## src/rtl/pc_sequencer_pkg.sv

```systemverilog
// Shared CPU definitions for the program-counter stage.
//   ADDR_W      : instruction address width
//   PC_STEP     : byte distance between sequential instructions
//   seq_state_t : sequencer state encoding (IDLE = 0, RUN = 1, STALL = 2)
package pc_sequencer_pkg;

    localparam int unsigned ADDR_W = 32;

    localparam logic [ADDR_W-1:0] PC_STEP = 32'd4;

    typedef enum logic [1:0] {
        IDLE  = 2'd0,
        RUN   = 2'd1,
        STALL = 2'd2
    } seq_state_t;

endpackage

```

## src/rtl/pc_target_adder.sv

```systemverilog
// Modulo-2^W adder used for both PC+4 and the branch/jump target.
//   a, b : operands
//   sum  : a + b, carry discarded (silent wrap)
module pc_target_adder #(
    parameter int unsigned W = 32
) (
    input  logic [W-1:0] a,
    input  logic [W-1:0] b,
    output logic [W-1:0] sum
);

    assign sum = a + b;

endmodule

```

## src/rtl/pc_sequencer.sv

```systemverilog
// Program-counter stage: PC register, PC+4 / target adders, next-PC select,
// BUSYWAIT freeze and performance counters.
//   CLK, RESET         : clock (rising edge), asynchronous active-high reset
//   SHIFTED_OFFSET     : signed branch/jump offset, already multiplied by 4
//   JUMP, BRANCH_EQ,
//   BRANCH_NE, ZERO    : control flags and ALU zero flag for current instr
//   BUSYWAIT           : memory stall request (level)
//   PC, PC_PLUS4       : current PC (registered) and PC + 4 (combinational)
//   INSTR_VALID        : current instruction retires at the next edge
//   REDIRECT           : next advancing edge loads the target
//   RETIRED_CNT, REDIRECT_CNT, STALL_CNT : wrapping performance counters
module pc_sequencer
    import pc_sequencer_pkg::*;
#(
    parameter int unsigned       CNT_W    = 32,
    parameter logic [ADDR_W-1:0] RESET_PC = 32'h0000_0000
) (
    input  logic              CLK,
    input  logic              RESET,
    input  logic [ADDR_W-1:0] SHIFTED_OFFSET,
    input  logic              JUMP,
    input  logic              BRANCH_EQ,
    input  logic              BRANCH_NE,
    input  logic              ZERO,
    input  logic              BUSYWAIT,
    output logic [ADDR_W-1:0] PC,
    output logic [ADDR_W-1:0] PC_PLUS4,
    output logic              INSTR_VALID,
    output logic              REDIRECT,
    output logic [CNT_W-1:0]  RETIRED_CNT,
    output logic [CNT_W-1:0]  REDIRECT_CNT,
    output logic [CNT_W-1:0]  STALL_CNT
);

    seq_state_t        state, state_next;
    logic [ADDR_W-1:0] pc_q;
    logic [ADDR_W-1:0] target;
    logic [ADDR_W-1:0] next_pc;
    logic              taken;
    logic              advance;
    logic              stalling;
    logic [CNT_W-1:0]  retired_q, redirect_q, stall_q;

    pc_target_adder #(.W(ADDR_W)) u_pc_inc (
        .a   (pc_q),
        .b   (PC_STEP),
        .sum (PC_PLUS4)
    );

    pc_target_adder #(.W(ADDR_W)) u_pc_tgt (
        .a   (PC_PLUS4),
        .b   (SHIFTED_OFFSET),
        .sum (target)
    );

    // Flags are evaluated at the advancing edge itself, so a branch decided
    // while BUSYWAIT is high is simply re-evaluated when the stall ends.
    always_comb begin
        taken      = JUMP | (BRANCH_EQ & ZERO) | (BRANCH_NE & ~ZERO);
        next_pc    = taken ? target : PC_PLUS4;
        state_next = state;
        advance    = 1'b0;
        stalling   = 1'b0;
        case (state)
            IDLE: begin
                state_next = RUN;
            end
            RUN, STALL: begin
                advance    = ~BUSYWAIT;
                stalling   = BUSYWAIT;
                state_next = BUSYWAIT ? STALL : RUN;
            end
            default: begin
                state_next = IDLE;
            end
        endcase
        INSTR_VALID = advance;
        REDIRECT    = taken & (state != IDLE);
    end

    always_ff @(posedge CLK or posedge RESET) begin
        if (RESET) begin
            state      <= IDLE;
            pc_q       <= RESET_PC;
            retired_q  <= '0;
            redirect_q <= '0;
            stall_q    <= '0;
        end else begin
            state <= state_next;
            if (advance) begin
                pc_q      <= next_pc;
                retired_q <= retired_q + CNT_W'(1);
                if (taken) begin
                    redirect_q <= redirect_q + CNT_W'(1);
                end
            end
            if (stalling) begin
                stall_q <= stall_q + CNT_W'(1);
            end
        end
    end

    assign PC           = pc_q;
    assign RETIRED_CNT  = retired_q;
    assign REDIRECT_CNT = redirect_q;
    assign STALL_CNT    = stall_q;

endmodule

```

## config.mk

```make
export PLATFORM = sky130hd
export DESIGN_NAME = pc_sequencer
export DESIGN_NICKNAME = d
export VERILOG_FILES = /design/src/rtl/pc_sequencer_pkg.sv /design/src/rtl/pc_target_adder.sv /design/src/rtl/pc_sequencer.sv
export SDC_FILE = /design/constraint.sdc
export NUM_CORES = 1
export LEC_CHECK = 0
export CORE_ASPECT_RATIO = 1.25
export CORE_MARGIN = 5
export CORE_UTILIZATION = 50
export CTS_CLUSTER_SIZE = 16
export DETAILED_ROUTE_END_ITERATION = 10
export PLACE_DENSITY = 0.81
export SYNTH_ARGS = -nofsm -noshare
export SYNTH_HDL_FRONTEND = slang
export SYNTH_SLANG_ARGS = --single-unit
export TNS_END_PERCENT = 100
```

## constraint.sdc

```tcl
create_clock -name CLK -period 4.5 [get_ports CLK]
set_clock_uncertainty 0.2 [all_clocks]
set_input_delay 0.45 -clock CLK [delete_from_list [all_inputs] [get_ports CLK]]
set_output_delay 0.45 -clock CLK [all_outputs]
set_load 0.01 [all_outputs]
```

# After elaboration in Yosys (flattened, before gate mapping)
# Cells that the tools add are included.
word_totals:
  wordCells: 28
  input_bits: 39
  output_inout_bits: 162
  ff_bits: 130
op_classes:
  eq_ne: 2
  n_mux: 5
  add_sub_neg: 5
  reduce_logical: 4
  bitwise: 7
ops:
  columns: ["operator", "n"]
  rows:
  - ["$add A32 B1 Y32 const B", 3]
  - ["$add A32 B3 Y32 const B", 1]
  - ["$add A32 B32 Y32", 1]
  - ["$mux W32", 1]
  - ["$pmux W2 S2", 1]
  - ["$and A1 B1 Y1", 3]
  - ["$eq A2 B1 Y1 const B", 1]
  - ["$eq A2 B2 Y1 const B", 1]
  - ["$logic_not A2 Y1", 1]
  - ["$mux W1", 2]
  - ["$mux W2", 1]
  - ["$not A1 Y1", 2]
  - ["$or A1 B1 Y1", 2]
  - ["$reduce_and A2 Y1", 1]
  - ["$reduce_bool A2 Y1", 1]
  - ["$reduce_or A2 Y1", 1]

# Depth between registers and ports, before layout
logic_depth:
  depth_word: 4
  depth_mapped: 17
  ltp_nobuf: 16

# Hierarchy
# Synthesis repeated with hierarchy kept, for this count alone.
hier_totals:
  hier_cells: 997
  hier_area_um2: 9275.1
by_module_without_submodules:
  columns: ["mod", "seq_area_each_um2", "instances", "area_each_um2", "cells_per_inst"]
  rows:
  - ["pc_sequencer", 3253.1, 1, 5843.1, 526]
  - ["pc_target_adder at u_pc_inc", 0.0, 1, 1744.2, 241]
  - ["pc_target_adder at u_pc_tgt", 0.0, 1, 1687.9, 230]

# Worst setup path before layout
# OpenSTA, ideal clock, no wires.
synth_path:
  path_kind: "register -> register"
  from: "reg pc_q[4] (netlist: PC[4])"
  to: "reg pc_q[31] (netlist: PC[31])"
  n_path_buf: 1
  stages_incl_launch_ff: 15
  slack_ps: 776
  t_arrival_ps: 3396
  synth_period_minus_slack_ps: 3724
  cell_sequence: "dfrtp_1 > buf_2 > and4_1 > nand4_1 > nor4_1 > xor2_1 > ha_1 > a21boi_0 > a211o_1 > a211oi_1 > o31ai_1 > a2bb2oi_1 > a21o_1 > nand3_1 > xor2_1"
synth_via:
  elab_chain_len: 3
synth_rtl:
  columns: ["item", "line_no", "text"]
  rows:
  - ["start: declaration", "pc_sequencer.sv:36", "logic [ADDR_W-1:0] pc_q;"]
  - ["start signal: assignment", "pc_sequencer.sv:91", "pc_q <= next_pc;"]
  - ["$add A32 B3 Y32", "pc_target_adder.sv:12", "assign sum = a + b;"]
  - ["via PC_PLUS4[18]", "pc_sequencer.sv:27", "output logic [ADDR_W-1:0] PC_PLUS4,"]
  - ["$add A32 B32 Y32", "pc_target_adder.sv:12", null]
  - ["$mux W32", "pc_sequencer.sv:60", "next_pc = taken ? target : PC_PLUS4;"]
# The timed path passes the listed nets, and every way through them passes these cells.
# A chain may end at the register's enable or synchronous reset.

# Final worst setup path
layout_path:
  from: "reg pc_q[4] (netlist: PC[4])"
  to: "reg pc_q[31] (netlist: PC[31])"
layout_via:
  elab_chain_len: 3
layout_rtl:
  columns: ["item", "line_no"]
  rows:
  - ["$add A32 B3 Y32 *", "pc_target_adder.sv:12"]
  - ["$add A32 B32 Y32", "pc_target_adder.sv:12"]
  - ["$mux W32 *", "pc_sequencer.sv:60"]
# Every way passes the cells marked *; elsewhere a longest branch is shown, timed or not.

==> flow_metrics.tcl <==
set metrics [dict create \
    drtPass1Iterations 6 \
    cts-root-buf "clkbuf_16" \
    use_met3_pct 5.310 \
    portBuffers 200 \
    fin_crit_sh_pct 90.96 \
    antenna_found_initial 0 \
    gr-max-usage-layer "met2" \
    track_usage_pct 24.61 \
    synthCells 879 \
    relSlewSlack_pct 45.79 \
    cts_hold_buffers 0 \
    diodes 0 \
    gp_congestion 0.9797 \
    power.density_nw_per_um2 600.2 \
    clock_path_buffers 2 \
    mostFrequentLayoutCell "clkdlybuf4s50_1" \
    h-tree-depth 4 \
    ys.warnings.count 0 \
    finalSetupTns_ps 0 \
    total_power_mw 6.599 \
    setup_viol 0 \
    layout-drive-gt1-share_pct 6.490 \
    crit_type "register to register" \
    grt_max_degree 67 \
    clockPowerShare_pct 22.1 \
    seq_power_share_pct 27.0 \
    combPwrFrac_pct 50.9 \
    switchingPower_mw 2.696 \
    p_int_mw 3.903 \
    first_global_vias 7262 \
    synth-seq-cells 130 \
    synth_flop_cell "dfrtp_1" \
    slew_viol_final 0 \
    synth_edf_count 0 \
    fmax_mhz 244.3 \
    avgSynthCellArea_um2 9.241 \
    critPathCaptureType "register" \
    route.final.wire_length_um 22750 \
    required_ps 4590 \
    regToRegSetupSlack_ps 410 \
    num_rows 52 \
    clock_latency_ps 420 \
    cts_sinks 130 \
    dr_total_vias 7310 \
    cts_setup_buffers 0 \
    start_kind "register" \
    die_h_um 152.5 \
    clk_pin_slew_worst_paths_ps 70 \
    finalNetCount 1166 \
    dieArea_um2 18910 \
    top_level_ports 201 \
    grt_use_met2_pct 42.18 \
    cts.repair.resized 0 \
    maxCapViolations 0 \
    dp.final_hpwl_um 16990 \
    synth_fp_nets 964 \
    dieWidth_um 124 \
    vias_per_cell 5.580 \
    finish.utilization_pct 68.41 \
    grtUsageMet1_pct 30.17 \
    area_delta_synth_final_pct 35.35 \
    cts_tree "built" \
    outcome "finished clean" \
    final_cell_area_um2 10990 \
    start_util_pct 50.54 \
    hold_class "register to register" \
    tightest_slew_ps 813.2 \
    syn_area_um2 8123 \
    crit_fanout 9 \
    vdd_drop_max_mv 0.4616 \
    routedWlPerCell_um 17.36 \
    drc_errors 0 \
    critPathArrivalTime_ps 4190 \
    synthArstFlopShare_pct 100.0 \
    p_sw_share_pct 40.85 \
    leakage_nw 4.664 \
    grt_overflow_total 0 \
    synth.yosys.seq_area_share_pct 40.05 \
    cts_made_buffers 17 \
    final_cell_mix "clkdlybuf4s50_1 (200), dfrtp_1 (130), xnor2_1 (113)" \
    hold_violations 0 \
    place_area_um2 10360 \
    final.min_clock_period_ps 4093 \
    drt_iter0_markers 461 \
    grt_pass1_wl_um 37340 \
    core-area_um2 16070 \
    ys_types 70 \
    rsz0062_at_grt "false" \
    antenna_left 0 \
]
==> cells by family after synthesis <==
logic type               after synthesis  synth area share, %
AND/OR/NAND/NOR                      341                21.12
AO/OA/AOI/OAI                        165                13.14
XOR/XNOR                             147                15.85
flip-flops                           130                40.05
buffers and inverters                 49                2.526
adder cells (fa/ha/maj)               46                7.178
multiplexers                           1               0.1386
==> power groups by stage <==
stage | registers, mW | logic, mW | clock network (mW)
after floorplan | 1.76 | 2.03 | 0
after global placement | 1.78 | 3.29 | 0
after detailed placement | 1.79 | 3.32 | 0
after CTS | 1.78 | 3.35 | 1.49
after global routing | 1.82 | 3.70 | 1.54
final | 1.78 | 3.36 | 1.46
==> through the flow <==
stage                     setup slack, ps  hold WS (ps)  instances
final                               406.7         262.2       1310
after global placement              575.7         256.8       1278
after global routing                30.31         285.4       1310
after detailed placement            480.5         257.4       1278
after floorplan                     380.7         303.9        879
after CTS                           468.9         270.0       1310
==> metal layers <==
layer / part of all wire [%] / wire length, um
met2: 50 / 11470
met4: 2.5 / 573
met3: 6.5 / 1477
met1: 41 / 9231
met5: 0 / 0
==> worst max-delay path, cell delays in order (launching register included) <==
cell and delay (ps):
dfrtp_1 500, and4_1 280, nand2_1 150, nor3_2 400
xor2_1 240, ha_1 310, a21oi_1 280, o21ai_0 150
a211o_1 330, a211oi_1 390, o31ai_1 180, a2bb2oi_1 220
a21o_1 110, nand3_1 80, xor2_1 150
==> layout make-up <==
cell class | instances | area [um2]
clock buffers | 18 | 439.2
clock inverters | 14 | 187.7
fillers | 1294 | 5076
inverters | 22 | 85.08
multi-input cells | 700 | 4682
flip-flops and latches | 130 | 3253
well taps | 216 | 270.3
repair buffers | 210 | 2077
==> flip-flops by register name (all words and copies together), names as in the netlist <==
register,count
PC,32
RETIRED_CNT,32
state,2
REDIRECT_CNT,32
STALL_CNT,32
==> synthesized netlist by cell type, drive strengths merged (3+ instances only) <==
| cell | count | area share, % |
|---|---|---|
| dfrtp | 130 | 40 |
| xnor2 | 113 | 12 |
| nand2 | 106 | 4.9 |
| nor2 | 73 | 3.5 |
| a21oi | 53 | 3.5 |
| nand3 | 47 | 3.0 |
| ha | 45 | 6.9 |
| o21ai | 45 | 2.8 |
| nand4 | 41 | 3.3 |
| xor2 | 34 | 3.7 |
| inv | 22 | 1.0 |
| clkbuf | 21 | 0.97 |
| and3 | 19 | 1.5 |
| a21o | 14 | 1.3 |
| nor3 | 12 | 0.80 |
| nor4 | 10 | 1.1 |
| a31oi | 9 | 0.69 |
| and4 | 8 | 0.86 |
| buf | 6 | 0.54 |
| o21a | 5 | 0.46 |
| a211o | 4 | 0.43 |
| a211oi | 4 | 0.37 |
| nand2b | 4 | 0.31 |
| o21bai | 4 | 0.37 |
| o22ai | 4 | 0.39 |
| or2 | 4 | 0.31 |
| a221oi | 3 | 0.54 |
| and2 | 3 | 0.23 |
| and2b | 3 | 0.34 |
| nor2b | 3 | 0.23 |
| o211ai | 3 | 0.34 |
==> worst paths after layout <==
kind                                      startpoint                           end  depth (start not counted)
min                        STALL_CNT[31]$_DFFE_PP0P_     STALL_CNT[31]$_DFFE_PP0P_                          1
max reg2reg                        PC[4]$_DFFE_PP0P_            PC[31]$_DFFE_PP0P_                         14
min in group asynchronous                      RESET  REDIRECT_CNT[28]$_DFFE_PP0P_                          2
max                                PC[4]$_DFFE_PP0P_            PC[31]$_DFFE_PP0P_                         14
min reg2reg                STALL_CNT[31]$_DFFE_PP0P_     STALL_CNT[31]$_DFFE_PP0P_                          1
max in group asynchronous                      RESET  REDIRECT_CNT[24]$_DFFE_PP0P_                          3
Power figures use the tool's default switching activity.
